$ cat config.mk
export PLATFORM = sky130hd
export DESIGN_NAME = sprite_rom_responder
export DESIGN_NICKNAME = d
export VERILOG_FILES = /design/src/rtl/m92_pkg.sv /design/src/rtl/sprite_rom_responder.sv
export SDC_FILE = /design/constraint.sdc
export NUM_CORES = 1
export LEC_CHECK = 0
export CORE_UTILIZATION = 58
export CTS_BUF_LIST = sky130_fd_sc_hd__clkbuf_4
export CTS_CLUSTER_DIAMETER = 40
export DETAILED_ROUTE_END_ITERATION = 8
export PLACE_DENSITY = 0.88
export SYNTH_ARGS = -nofsm -noshare
export SYNTH_HDL_FRONTEND = slang
export SYNTH_SLANG_ARGS = --single-unit
export TNS_END_PERCENT = 10
$ cat constraint.sdc
create_clock -name clk -period 5 [get_ports clk]
set_input_delay 0.75 -clock clk [delete_from_list [all_inputs] [get_ports clk]]
set_output_delay 0.75 -clock clk [all_outputs]
set_load 0.02 [all_outputs]
$ cat src/rtl/m92_pkg.sv
// Shared definitions for the M92 sprite path: burst geometry, fetch FSM
// states and the 64-bit address alignment helper.
package m92_pkg;

  localparam int SPRITE_BURST_BEATS = 4;

  typedef enum logic [1:0] {
    IDLE    = 2'd0,
    ISSUE   = 2'd1,
    COLLECT = 2'd2
  } sprite_rom_state_t;

  // Sprite words are 64-bit aligned; the low three byte-address bits are dropped.
  function automatic logic [24:0] align64(input logic [24:0] a);
    return {a[24:3], 3'b000};
  endfunction

endpackage

$ cat src/rtl/sprite_rom_responder.sv
// Sprite-ROM responder: turns each newly requested 64-bit address into one
// 4-beat 16-bit SDRAM burst, assembles the word and raises rdy while the
// held word matches the address the sprite engine is asking for.
//
// Handshakes:
//   engine side : req is a level; rdy is registered and is high only while
//                 data holds the word for the aligned req_addr of the
//                 previous cycle (it drops one cycle after req/addr change).
//   sdram side  : mem_req/mem_addr are held until a one-cycle mem_ack;
//                 each mem_valid cycle carries one beat, beat0 first. A beat
//                 may coincide with mem_ack. Beats outside a burst are ignored.
module sprite_rom_responder
  import m92_pkg::*;
#(
  parameter int BEATS   = SPRITE_BURST_BEATS,
  parameter int TIMEOUT = 255
) (
  input  logic                  clk,
  input  logic                  reset_n,
  input  logic                  req,
  input  logic [24:0]           req_addr,
  output logic [63:0]           data,
  output logic                  rdy,
  output logic                  mem_req,
  output logic [24:0]           mem_addr,
  input  logic                  mem_ack,
  input  logic                  mem_valid,
  input  logic [15:0]           mem_data,
  output logic                  timeout_err,
  output sprite_rom_state_t     state_dbg
);

  localparam int BW = $clog2(BEATS);
  localparam int CW = $clog2(TIMEOUT + 1);
  localparam logic [BW-1:0] LAST_BEAT = BW'(BEATS - 1);
  localparam logic [CW-1:0] CNT_LAST  = CW'(TIMEOUT - 1);

  sprite_rom_state_t           state_q, state_d;
  logic [24:0]                 cur_addr_q, cur_addr_d;
  logic [24:0]                 served_addr_q, served_addr_d;
  logic                        served_valid_q, served_valid_d;
  logic                        mem_req_q, mem_req_d;
  logic [BW-1:0]               beat_q, beat_d;
  logic [CW-1:0]               cnt_q, cnt_d;
  logic [16*(BEATS-1)-1:0]     shadow_q, shadow_d;
  logic [63:0]                 data_q, data_d;
  logic                        rdy_q, rdy_d;
  logic                        terr_q, terr_d;
  logic [24:0]                 req_aligned;

  assign req_aligned = align64(req_addr);

  // Next-state logic: fetch sequencing, beat gather and timeout abort.
  always_comb begin
    state_d        = state_q;
    cur_addr_d     = cur_addr_q;
    served_addr_d  = served_addr_q;
    served_valid_d = served_valid_q;
    mem_req_d      = mem_req_q;
    beat_d         = beat_q;
    cnt_d          = cnt_q;
    shadow_d       = shadow_q;
    data_d         = data_q;
    terr_d         = terr_q;
    rdy_d          = served_valid_q && req && (served_addr_q == req_aligned);

    case (state_q)
      IDLE: begin
        if (req && (!served_valid_q || served_addr_q != req_aligned)) begin
          cur_addr_d = req_aligned;
          mem_req_d  = 1'b1;
          cnt_d      = '0;
          state_d    = ISSUE;
        end
      end
      ISSUE: begin
        if (mem_ack) begin
          mem_req_d = 1'b0;
          cnt_d     = '0;
          beat_d    = '0;
          state_d   = COLLECT;
          // A beat arriving with the ack is beat0.
          if (mem_valid) begin
            shadow_d[15:0] = mem_data;
            beat_d         = BW'(1);
          end
        end else if (cnt_q == CNT_LAST) begin
          mem_req_d      = 1'b0;
          served_valid_d = 1'b0;
          terr_d         = 1'b1;
          state_d        = IDLE;
        end else begin
          cnt_d = cnt_q + 1'b1;
        end
      end
      COLLECT: begin
        if (mem_valid) begin
          cnt_d = '0;
          if (beat_q == LAST_BEAT) begin
            // Word lands even if the engine moved on; rdy compare filters it.
            data_d         = {mem_data, shadow_q};
            served_addr_d  = cur_addr_q;
            served_valid_d = 1'b1;
            state_d        = IDLE;
          end else begin
            for (int i = 0; i < BEATS - 1; i++) begin
              if (beat_q == BW'(i)) shadow_d[i*16 +: 16] = mem_data;
            end
            beat_d = beat_q + 1'b1;
          end
        end else if (cnt_q == CNT_LAST) begin
          served_valid_d = 1'b0;
          terr_d         = 1'b1;
          state_d        = IDLE;
        end else begin
          cnt_d = cnt_q + 1'b1;
        end
      end
      default: state_d = IDLE;
    endcase
  end

  // State and datapath registers; reset drops any burst in flight at once.
  always_ff @(posedge clk or negedge reset_n) begin
    if (!reset_n) begin
      state_q        <= IDLE;
      cur_addr_q     <= '0;
      served_addr_q  <= '0;
      served_valid_q <= 1'b0;
      mem_req_q      <= 1'b0;
      beat_q         <= '0;
      cnt_q          <= '0;
      shadow_q       <= '0;
      data_q         <= '0;
      rdy_q          <= 1'b0;
      terr_q         <= 1'b0;
    end else begin
      state_q        <= state_d;
      cur_addr_q     <= cur_addr_d;
      served_addr_q  <= served_addr_d;
      served_valid_q <= served_valid_d;
      mem_req_q      <= mem_req_d;
      beat_q         <= beat_d;
      cnt_q          <= cnt_d;
      shadow_q       <= shadow_d;
      data_q         <= data_d;
      rdy_q          <= rdy_d;
      terr_q         <= terr_d;
    end
  end

  assign data        = data_q;
  assign rdy         = rdy_q;
  assign mem_req     = mem_req_q;
  assign mem_addr    = cur_addr_q;
  assign timeout_err = terr_q;
  assign state_dbg   = state_q;

endmodule
==> results of run 1 <==
-- sequential cells by signal (all words and copies together), names as in the netlist --
name and cells:
beat_q 2, cnt_q 8, data 64, mem_addr 22
mem_req 1, rdy 1, served_addr_q 22, served_valid_q 1
shadow_q 48, state_dbg 2, timeout_err 1
-- power by group --
group          leakage, nW  internal [mW]  switching, mW
registers             2.28           1.81          0.271
logic                 1.82          0.884          0.740
clock network        0.165          0.402          0.459
total                 4.27           3.09           1.47
-- metrics by stage --
step,worst slack (ns),hold slack (ns)
4_1_cts,2.41,0.219
2_1_floorplan,2.60,0.454
5_1_grt,2.20,0.243
3_3_place_gp,1.92,0.446
3_5_place_dp,1.86,0.470
6_report,2.39,0.220
-- area by class of cell --
class | instances | share of cell area
Clock inverter | 13 | 0.0193
Sequential cell | 172 | 0.478
Tap cell | 168 | 0.0234
Multi-Input combinational cell | 289 | 0.308
Timing Repair Buffer | 136 | 0.151
Inverter | 10 | 0.00417
Clock buffer | 19 | 0.0159
-- logic make-up (layout without fill, tap and decap cells) --
logic type,Yosys count,in the layout
other,1,3
DFF,172,172
and+or+nand+nor,53,53
muxes,158,158
xor gates and xnor gates,22,22
buffers and inverters,29,178
AOI/OAI and AO/OA,43,43
adders and majority gates,10,10
-- critical path, stage by stage, from the launching register on --
cell and delay, ns:
sky130_fd_sc_hd__dfrtp_1 0.46, sky130_fd_sc_hd__inv_1 0.14, sky130_fd_sc_hd__ha_1 0.28, sky130_fd_sc_hd__nand2_1 0.11, sky130_fd_sc_hd__nor2_1 0.36, sky130_fd_sc_hd__nand2_1 0.63
sky130_fd_sc_hd__mux2_2 0.50
-- worst paths after layout --
check	endpoint	cells after the start
max	shadow_q[45]	6
min	mem_addr[10]	1
max reg2reg	shadow_q[45]	6
min reg2reg	timeout_err	1
max in group asynchronous	shadow_q[14]	2
min in group clk	timeout_err	1
-- Yosys cell counts (all sizes together) (4+ instances only) --
cell type	number	area [um^2]
xnor2	18	158
xor2	4	35.0
nor2	14	60.1
o22a	6	52.6
buf	9	60.1
clkbuf	10	37.5
nand2	11	41.3
inv	10	37.5
dfrtp	172	4300
ha	10	125
o21ai	9	56.3
a21oi	14	81.3
and3	4	25.0
mux2	156	1830
nand4	7	43.8
nand3	6	30.0
a31oi	4	25.0
-- cell usage in the layout (no fill, tap or decap), types with 7 or more instances in the layout --
cell / Yosys / layout
sky130_fd_sc_hd__dfrtp_1: 172 / 172
sky130_fd_sc_hd__mux2_2: 136 / 136
sky130_fd_sc_hd__clkdlybuf4s50_1: 0 / 132
sky130_fd_sc_hd__mux2_4: 20 / 20
sky130_fd_sc_hd__clkbuf_4: 0 / 19
sky130_fd_sc_hd__xnor2_1: 18 / 18
sky130_fd_sc_hd__nor2_1: 13 / 13
sky130_fd_sc_hd__a21oi_1: 13 / 13
sky130_fd_sc_hd__nand2_1: 11 / 11
sky130_fd_sc_hd__inv_1: 10 / 10
sky130_fd_sc_hd__ha_1: 10 / 10
sky130_fd_sc_hd__o21ai_0: 8 / 8
sky130_fd_sc_hd__nand4_1: 7 / 7
-- routing by layer --
layer,wire [um],vias up,share of wire
met4,207,0,0.014
met2,7290,134,0.50
met3,947,20,0.065
li1,-,2008,-
met1,6060,2266,0.42
met5,0,-,0
==> out/summary.txt, run 1 <==
CRITICAL PATH
-----------------------------------------------------------------------------------------------------------------
Classification of the worst setup path                                                                    reg2reg
Startpoint types                                                                                             flop
Crit. End Element                                                                                            flop
Arrival @ worst endpoint                                                                                  3.07 ns
CP required                                                                                               5.45 ns
Launch instance of the worst register-to-register path                                               state_dbg[0]
Setup slack of the worst register-to-register path                                                        2.39 ns
Launch point of the critical path                                                                    state_dbg[0]
Maximum fanout along the worst path                                                                            16

SYNTHESIS
-----------------------------------------------------------------------------------------------------------------
Synth warnings                                                                                                  0
Simple-gate share of the synthesized area                                                                  0.0390
Register bit total from synthesis                                                                             172
Cells after synthesis                                                                                         488
Fraction of synthesized cell area in xor and xnor cells                                                    0.0268
Dominant register cell in the synthesized netlist                                                    sky130_fd_sc_hd__dfrtp_1
Sequential area share after synthesis                                                                       0.599
Count of unique library cells instantiated by Yosys                                                            42
Portion of netlist area occupied by mux cells                                                               0.258
Share of the synthesized area in compound gates (AO/OA/AOI/OAI)                                            0.0411
Area of the mapped netlist                                                                           0.00719 mm^2
Average size of a mapped cell                                                                           14.7 um^2
Fraction of registers with async set/reset                                                                   1.00
Arithmetic-cell share of the synthesized area counting full adders, half adders and majority gates         0.0174
Combinational family with the most area after synthesis                                              multiplexers
Post-synth EDFFs                                                                                                0

LAYOUT
-----------------------------------------------------------------------------------------------------------------
Antenna cell count                                                                                              0
Layout overhead on the synthesized area                                                                     25.2%
Post-route insts no fill                                                                                      807
Multi-input gate area in the final layout                                                            0.00278 mm^2
Final non-filler cell area                                                                           0.00900 mm^2
Register cell area after layout                                                                      0.00430 mm^2
Final net count                                                                                               682
Fill cell total of the finished layout                                                                        762
Share of layout cells above drive strength 1                                                                0.308
Share of the core filled with cells in the final layout                                                     0.746

GLOBAL ROUTING
-----------------------------------------------------------------------------------------------------------------
Vias in the first global route                                                                               4747
Global-route wire length before repair                                                                   24000 um
Global routing usage on met1                                                                                0.311
Tot GR Track Use                                                                                            0.246
Most utilized layer in the global route result                                                               met2
GR Util met2                                                                                                0.401
Met3 track demand over resource in global routing                                                          0.0814
Aggregate global routing overflow                                                                               0
Number of antenna violations at the first check in global routing                                               0
Largest net degree at the start of global routing                                                              87

CLOCK TREE
-----------------------------------------------------------------------------------------------------------------
# clock sinks                                                                                                 172
TritonCTS clock tree                                                                                        built
CTS Buf Count                                                                                                  17
Cells resized by post-CTS repair                                                                                0
H-Tree Depth                                                                                                    4
Clock root buffer master                                                                             sky130_fd_sc_hd__clkbuf_4
# Post-CTS Setup Buffers                                                                                        0
Quantity of hold-fixing buffers added after cts                                                                 0
Clock buffer depth                                                                                              2
Clock transition at the register clock pins on the worst setup and hold paths after CTS                   0.14 ns
Clock latency at the later pin of the worst-skew pair                                                     0.57 ns

DIE
-----------------------------------------------------------------------------------------------------------------
Area enclosed by the die boundary                                                                     0.0128 mm^2
Die height                                                                                                 113 um
Top Ports                                                                                                     140
Row count                                                                                                      40
Die width                                                                                                  113 um
Placeable Area                                                                                        0.0121 mm^2
Effective utilization at floorplan                                                                          0.596

ROUTE
-----------------------------------------------------------------------------------------------------------------
Detail Route Antenna Nets                                                                                       0
Wire length reported by the detailed router                                                              14500 um
Pre-antenna DRT Iters                                                                                           4
Iteration-0 DRC count of the detailed router                                                                  227
Vias/cell                                                                                                    5.49
Residual DRC                                                                                                    0
Wire per inst                                                                                             18.0 um
Number of vias after detailed routing                                                                        4428

PLACEMENT
-----------------------------------------------------------------------------------------------------------------
Area after detailed placement                                                                        0.00868 mm^2
HPWL after DPL                                                                                            9950 um
Placer Congestion                                                                                           0.812
Port Buffer Count                                                                                             133
Placed instance count                                                                                         775

TIMING
-----------------------------------------------------------------------------------------------------------------
Final setup violating endpoints                                                                                 0
Unrepaired setup endpoints after global routing                                                                no
Final clock skew                                                                                        0.0206 ns
Worst Max-Slew Pin Slew                                                                                   1.02 ns
Top achievable clock speed                                                                                383 MHz
Count of final hold-check violations                                                                            0
Slew headroom                                                                                               0.316
Final period util                                                                                           0.522
Count of pins over their slew limit                                                                             0
Final min period                                                                                          2.61 ns
Summed negative setup slack over all endpoints                                                               0 ns

POWER
-----------------------------------------------------------------------------------------------------------------
IR drop worst, VDD                                                                                         265 uV
Cell leakage power                                                                                        4.27 nW
Total power                                                                                               4.56 mW
Power density over the cells                                                                          507 mW/mm^2

FLOW RUN
-----------------------------------------------------------------------------------------------------------------
Number of violations of the max-capacitance limit                                                               0

RUN STATUS
-----------------------------------------------------------------------------------------------------------------
Status                                                                                               complete, no violations

MIN PATH
-----------------------------------------------------------------------------------------------------------------
Path class of the lowest-slack min-delay path                                                            in2async

No activity file was read; power rests on OpenSTA's default activity.
==> run 2: changes to the inputs <==
Settings changed: CORE_UTILIZATION 58 to 54, PLACE_DENSITY 0.88 to 0.83.
Clock period 5 ns to 2.5 ns, I/O delays scaled along.
==> out/summary.txt, run 2 (same netlist as run 1, synthesis figures left out) <==
GLOBAL ROUTING
------------------------------------------------------------------------------------------------------
Global routing usage on met1                                                                     0.276   -0.0352
Vias in the first global route                                                                    4733   -0.29%
GR Util met2                                                                                     0.365   -0.0358
Tot GR Track Use                                                                                 0.223   -0.0231
Aggregate global routing overflow                                                                    0   unchanged
Largest net degree at the start of global routing                                                   64   -26%
Most utilized layer in the global route result                                                    met2
Global-route wire length before repair                                                        24100 um   +0.23%
Number of antenna violations at the first check in global routing                                    0   unchanged
Met3 track demand over resource in global routing                                               0.0832   +0.00176

POWER
------------------------------------------------------------------------------------------------------
Total power                                                                                    8.88 mW   +95%
Power density over the cells                                                               978 mW/mm^2   +93%
Cell leakage power                                                                             4.31 nW   +1.1%
IR drop worst, VDD                                                                              595 uV   +120%

RUN STATUS
------------------------------------------------------------------------------------------------------
Status                                                                                    complete, no violations

LAYOUT
------------------------------------------------------------------------------------------------------
Fill cell total of the finished layout                                                             855   +12%
Share of layout cells above drive strength 1                                                     0.323   +0.0143
Share of the core filled with cells in the final layout                                          0.711   -0.0349
Final non-filler cell area                                                                0.00908 mm^2   +0.95%
Register cell area after layout                                                           0.00430 mm^2   unchanged
Max FFs per register                                                                                64   unchanged
Final net count                                                                                    695   +1.9%
Commonest cells after routing, fill and taps aside                                        sky130_fd_sc_hd__dfrtp_1 (172), sky130_fd_sc_hd__mux2_2 (136), sky130_fd_sc_hd__clkdlybuf4s50_1 (132), sky130_fd_sc_hd__mux2_4 (20), sky130_fd_sc_hd__clkbuf_4 (19)
Multi-input gate area in the final layout                                                 0.00278 mm^2   unchanged
Layout overhead on the synthesized area                                                          26.4%
Antenna cell count                                                                                   0   unchanged
Post-route insts no fill                                                                           823   +2.0%
Most common cell after layout, fill and taps aside                                        sky130_fd_sc_hd__dfrtp_1

CRITICAL PATH
------------------------------------------------------------------------------------------------------
Cell at the slowest stage of the critical path                                            sky130_fd_sc_hd__or4_4
Delay of the slowest cell on the worst path                                                    0.58 ns   -0.05 ns
Arrival @ worst endpoint                                                                       2.70 ns   -0.37 ns
Maximum fanout along the worst path                                                                  8   -8
Classification of the worst setup path                                                         reg2reg
Worst path cell trace                                                                     xnor2_1 > nand4_1 > or4_4 > or2_2 > a21oi_4 > o22a_1
Crit. End Element                                                                                 flop
CP required                                                                                    2.98 ns   -2.47 ns
Startpoint types                                                                                  flop

PLACEMENT
------------------------------------------------------------------------------------------------------
Port Buffer Count                                                                                  133   unchanged
Placed instance count                                                                              791   +2.1%
Area after detailed placement                                                             0.00881 mm^2   +1.5%
Placer Congestion                                                                                0.824   +1.4%
HPWL after DPL                                                                                10000 um   +0.67%

DIE
------------------------------------------------------------------------------------------------------
Area enclosed by the die boundary                                                          0.0138 mm^2   +7.3%
Row count                                                                                           41   +2.5%
Effective utilization at floorplan                                                               0.563   -0.0332
Top Ports                                                                                          140   unchanged
Placeable Area                                                                             0.0128 mm^2   +5.9%
Die width                                                                                       117 um   +3.6%
Die height                                                                                      117 um   +3.6%

ROUTE
------------------------------------------------------------------------------------------------------
Wire per inst                                                                                  17.3 um   -3.9%
Detail Route Antenna Nets                                                                            0   unchanged
Number of vias after detailed routing                                                             4481   +1.2%
Vias/cell                                                                                         5.44   -0.77%
Pre-antenna DRT Iters                                                                                4   unchanged
Wire length reported by the detailed router                                                   14200 um   -2.0%
Iteration-0 DRC count of the detailed router                                                       186   -18%
Residual DRC                                                                                         0   unchanged

TIMING
------------------------------------------------------------------------------------------------------
Count of final hold-check violations                                                                 0   unchanged
Worst Max-Slew Pin Slew                                                                       0.905 ns   -0.117 ns
Unrepaired setup endpoints after global routing                                                     no
Final clock skew                                                                             0.0176 ns   -0.00302 ns
Slew headroom                                                                                    0.395   +0.0790
Count of pins over their slew limit                                                                  0   unchanged
Final min period                                                                               2.22 ns   -0.391 ns
Top achievable clock speed                                                                     450 MHz   +18%
Final setup violating endpoints                                                                      0   unchanged
Final period util                                                                                0.888   +0.366

CLOCK TREE
------------------------------------------------------------------------------------------------------
H-Tree Depth                                                                                         4   unchanged
# clock sinks                                                                                      172   unchanged
Clock transition at the register clock pins on the worst setup and hold paths after CTS        0.13 ns   about the same
Clock buffer depth                                                                                   2   unchanged
Clock latency at the later pin of the worst-skew pair                                          0.54 ns   -0.03 ns
CTS Buf Count                                                                                       17   unchanged
Clock root buffer master                                                                  sky130_fd_sc_hd__clkbuf_4
TritonCTS clock tree                                                                             built

MIN PATH
------------------------------------------------------------------------------------------------------
Path class of the lowest-slack min-delay path                                                 in2async

FLOW RUN
------------------------------------------------------------------------------------------------------
Number of violations of the max-capacitance limit                                                    0   unchanged

[run 2: power breakdown]
group / internal [mW] / switching, mW / leakage [nW] / total, mW
combinational: 1.80 / 1.47 / 1.90 / 3.28
clock: 0.524 / 0.942 / 0.135 / 1.47
sequential: 3.61 / 0.527 / 2.28 / 4.14
total: 5.94 / 2.94 / 4.31 / 8.88
[run 2: cell type report]
type,count,area share
Timing Repair Buffer,149,0.164
Multi-Input combinational cell,289,0.306
Clock buffer,19,0.0157
Sequential cell,172,0.474
Clock inverter,12,0.0128
Tap cell,172,0.0237
Inverter,10,0.00413
[run 2: final timing paths]
check / start / to / slack [ns] / depth (start not counted)
hold reg to reg: timeout_err / timeout_err / 0.50 / 1
setup reg to reg: served_addr_q[10] / cnt_q[4] / 0.28 / 6
setup / recovery: served_addr_q[10] / cnt_q[4] / 0.28 / 6
hold / removal: reset_n / served_addr_q[14] / 0.32 / 2
min in group clk: timeout_err / timeout_err / 0.50 / 1
max in group asynchronous: reset_n / data[21] / 1.50 / 3
[run 2: worst max-delay path: cells and delay by family (launching register included)]
kind             cells  cell delay [ns]
AND/OR/NAND/NOR      3             1.08
AO/OA/AOI/OAI        2             0.46
flip-flops           1             0.41
XOR/XNOR             1             0.21
[run 2: layer usage]
metal	part of all wire	routed length, um	vias to the layer above
li1	-	-	2042
met1	0.42	5960	2292
met2	0.50	7110	132
met3	0.069	987	15
met4	0.012	167	0
met5	0	0	-
[run 2: timing repair]
action / CTS / global route
hold buffers: 1 / 0
setup buffers: 0 / 0
hold endpoints to repair: 43 / 0
gates resized for setup: 0 / 0
[run 2: stage by stage]
step	hold slack [ns]	setup WS, ns	setup TNS (ns)
2_1_floorplan	0.0794	0.243	0
3_3_place_gp	0.337	-0.125	-2.00
3_5_place_dp	0.342	-0.163	-3.89
4_1_cts	0.286	0.286	0
5_1_grt	0.289	0.173	0
6_report	0.324	0.279	0
==> run 3: changes to the inputs <==
Settings changed: CORE_UTILIZATION 54 to 52, CTS_BUF_LIST sky130_fd_sc_hd__clkbuf_4 to not set, PLACE_DENSITY 0.83 to 0.8.
==> out/summary.txt, run 3 (same netlist as run 1, synthesis figures left out) <==
PLACEMENT
------------------------------------------------------------------------------------------------------
Area after detailed placement                                                             0.00882 mm^2   +0.11%
Port Buffer Count                                                                                  133   unchanged
HPWL after DPL                                                                                 9960 um   -0.52%
Placer Congestion                                                                                0.784   -4.8%
Place WS                                                                                     -0.137 ns   +0.0259 ns

LAYOUT
------------------------------------------------------------------------------------------------------
Layout overhead on the synthesized area                                                          30.7%
Commonest cells after routing, fill and taps aside                                        sky130_fd_sc_hd__dfrtp_1 (172), sky130_fd_sc_hd__mux2_2 (136), sky130_fd_sc_hd__clkdlybuf4s50_1 (132), sky130_fd_sc_hd__mux2_4 (20), sky130_fd_sc_hd__xnor2_1 (18)
Final non-filler cell area                                                                0.00940 mm^2   +3.4%
Final net count                                                                                    694   -0.14%
Antenna cell count                                                                                   0   unchanged
Share of layout cells above drive strength 1                                                     0.324   +0.00154
Max FFs per register                                                                                64   unchanged
Most common cell after layout, fill and taps aside                                        sky130_fd_sc_hd__dfrtp_1

TIMING
------------------------------------------------------------------------------------------------------
Count of final hold-check violations                                                                 0   unchanged
Unrepaired setup endpoints after global routing                                                     no
Count of pins over their slew limit                                                                  0   unchanged
Final min period                                                                               2.22 ns   -0.00337 ns
Top achievable clock speed                                                                     451 MHz   +0.15%
Summed negative setup slack over all endpoints                                                    0 ns   unchanged
Final clock skew                                                                            0.00632 ns   -0.0113 ns
Worst Setup Slack, final                                                                      0.282 ns   +0.00337 ns
Worst Max-Slew Pin Slew                                                                       0.892 ns   -0.0135 ns
Final period util                                                                                0.887   -0.00135
Hold Worst Slack                                                                              0.466 ns   +0.143 ns
Slew headroom                                                                                    0.404   +0.00903
Final setup violating endpoints                                                                      0   unchanged

DIE
------------------------------------------------------------------------------------------------------
Effective utilization at floorplan                                                               0.539   -0.0242
Placeable Area                                                                             0.0133 mm^2   +4.5%
Top Ports                                                                                          140   unchanged
Die width                                                                                       120 um   +1.9%
Area enclosed by the die boundary                                                          0.0143 mm^2   +3.8%
Die height                                                                                      120 um   +1.9%
Row count                                                                                           42   +2.4%

RUN STATUS
------------------------------------------------------------------------------------------------------
Status                                                                                    complete, no violations

MIN PATH
------------------------------------------------------------------------------------------------------
Path class of the lowest-slack min-delay path                                                  reg2reg

POWER
------------------------------------------------------------------------------------------------------
Sequential Power Share                                                                           0.418   -0.048
Cell leakage power                                                                             4.45 nW   +3.2%
Switching Power                                                                                3.15 mW   +7.2%
Part of the total power dissipated in combinational logic                                        0.329   -0.040
Switching fraction of total power                                                                0.316   -0.0147
Pint                                                                                           6.81 mW   +15%
Clk pwr share                                                                                    0.252   +0.087
Power density over the cells                                                              1060 mW/mm^2   +8.5%
IR drop worst, VDD                                                                              638 uV   +7.2%

ROUTE
------------------------------------------------------------------------------------------------------
Iteration-0 DRC count of the detailed router                                                       233   +25%
Wire length reported by the detailed router                                                   14900 um   +4.7%
Detail Route Antenna Nets                                                                            0   unchanged
Pre-antenna DRT Iters                                                                                4   unchanged
Wire per inst                                                                                  18.0 um   +4.2%
Vias/cell                                                                                         5.47   +0.38%
Residual DRC                                                                                         0   unchanged
Number of vias after detailed routing                                                             4520   +0.87%

CRITICAL PATH
------------------------------------------------------------------------------------------------------
Startpoint types                                                                             input pin
Delay of the slowest cell on the worst path                                                    0.58 ns   about the same
Classification of the worst setup path                                                          in2reg
Arrival @ worst endpoint                                                                       2.58 ns   -0.12 ns
Maximum fanout along the worst path                                                                  8   unchanged
CP required                                                                                    2.87 ns   -0.11 ns
Worst path cell trace                                                                     clkdlybuf4s50_1 > xnor2_1 > nand4_1 > or4_4 > or2_2 > a21oi_4 > o22a_1
Cell at the slowest stage of the critical path                                            sky130_fd_sc_hd__or4_4
Crit. End Element                                                                                 flop

GLOBAL ROUTING
------------------------------------------------------------------------------------------------------
Aggregate global routing overflow                                                                    0   unchanged
Largest net degree at the start of global routing                                                   65   +1.6%
Vias in the first global route                                                                    4717   -0.34%
Tot GR Track Use                                                                                 0.224   +0.000750
Number of antenna violations at the first check in global routing                                    0   unchanged
Global-route wire length before repair                                                        24400 um   +1.6%

CLOCK TREE
------------------------------------------------------------------------------------------------------
CTS Buf Count                                                                                       17   unchanged
H-Tree Depth                                                                                         4   unchanged
Clock transition at the register clock pins on the worst setup and hold paths after CTS        0.07 ns   -0.06 ns
Clock latency at the later pin of the worst-skew pair                                          0.43 ns   -0.11 ns
Cells resized by post-CTS repair                                                                     0   unchanged
TritonCTS clock tree                                                                             built
Clock root buffer master                                                                  sky130_fd_sc_hd__clkbuf_16
Clock buffer depth                                                                                   2   unchanged
# clock sinks                                                                                      172   unchanged

FLOW RUN
------------------------------------------------------------------------------------------------------
Number of violations of the max-capacitance limit                                                    0   unchanged

[run 3: changes by cell type in the layout (fill, tap and decap cells not counted), sizes merged]
| cell | previous run | this run |
|---|---|---|
| clkbuf | 19 | 17 |
| inv | 14 | 15 |
| clkinv | 4 | 6 |
| buf | 16 | 15 |
[run 3: worst max-delay path, delay by kind of cell]
family                 cells  cell delay (ns)
AND/OR/NAND/NOR            3             1.06
buffers and inverters      1             0.45
AO/OA/AOI/OAI              2             0.45
XOR/XNOR                   1             0.23
[run 3: path summary, 6_finish.rpt]
check	startpoint	end	slack [ns]	depth (start not counted)
max	req_addr[20]	cnt_q[4]	0.28	7
max in group asynchronous	reset_n	shadow_q[13]	1.28	3
min	timeout_err	timeout_err	0.47	1
max reg2reg	state_dbg[1]	mem_addr[3]	0.32	5
min reg2reg	timeout_err	timeout_err	0.47	1
min in group asynchronous	reset_n	mem_addr[21]	0.49	2
[run 3: power groups by stage]
stage / clock network, mW / registers (mW) / logic [mW]
floorplan: 0 / 4.58 / 1.48
global placement: 0 / 4.13 / 3.19
detailed placement: 0 / 4.20 / 3.28
CTS: 2.57 / 4.17 / 3.31
global route: 2.69 / 4.28 / 3.51
finish: 2.51 / 4.17 / 3.28
[run 3: per-stage QoR]
stage,power [mW],util,std cells
final,9.96,0.704,827
after global routing,10.5,0.704,827
after CTS,10.0,0.704,827
after detailed placement,7.49,0.661,794
after global placement,7.32,0.661,794
after floorplan,6.06,-,490
[run 3: per-layer routing]
| layer | vias to the layer above | GRT usage | part of all wire |
|---|---|---|---|
| met2 | 142 | 0.357 | 0.49 |
| met5 | - | 0 | 0 |
| met3 | 18 | 0.0656 | 0.065 |
| met4 | 0 | 0.0836 | 0.017 |
| met1 | 2324 | 0.291 | 0.43 |
| li1 | 2036 | - | - |
[run 3: timing repair]
action                                 4_1_cts  5_1_grt
hold buffers                                 1        0
endpoints found under the hold margin       61        0
buffers inserted                             0        0
setup endpoints to repair                    0        0
[run 3: area by class of cell]
cell class	instances	area, um^2
Sequential cell	172	4300
Fill cell	953	3950
Multi-Input combinational cell	289	2780
Timing Repair Buffer	148	1500
Clock buffer	17	425
Tap cell	176	220
Clock inverter	15	136
Inverter	10	37.5
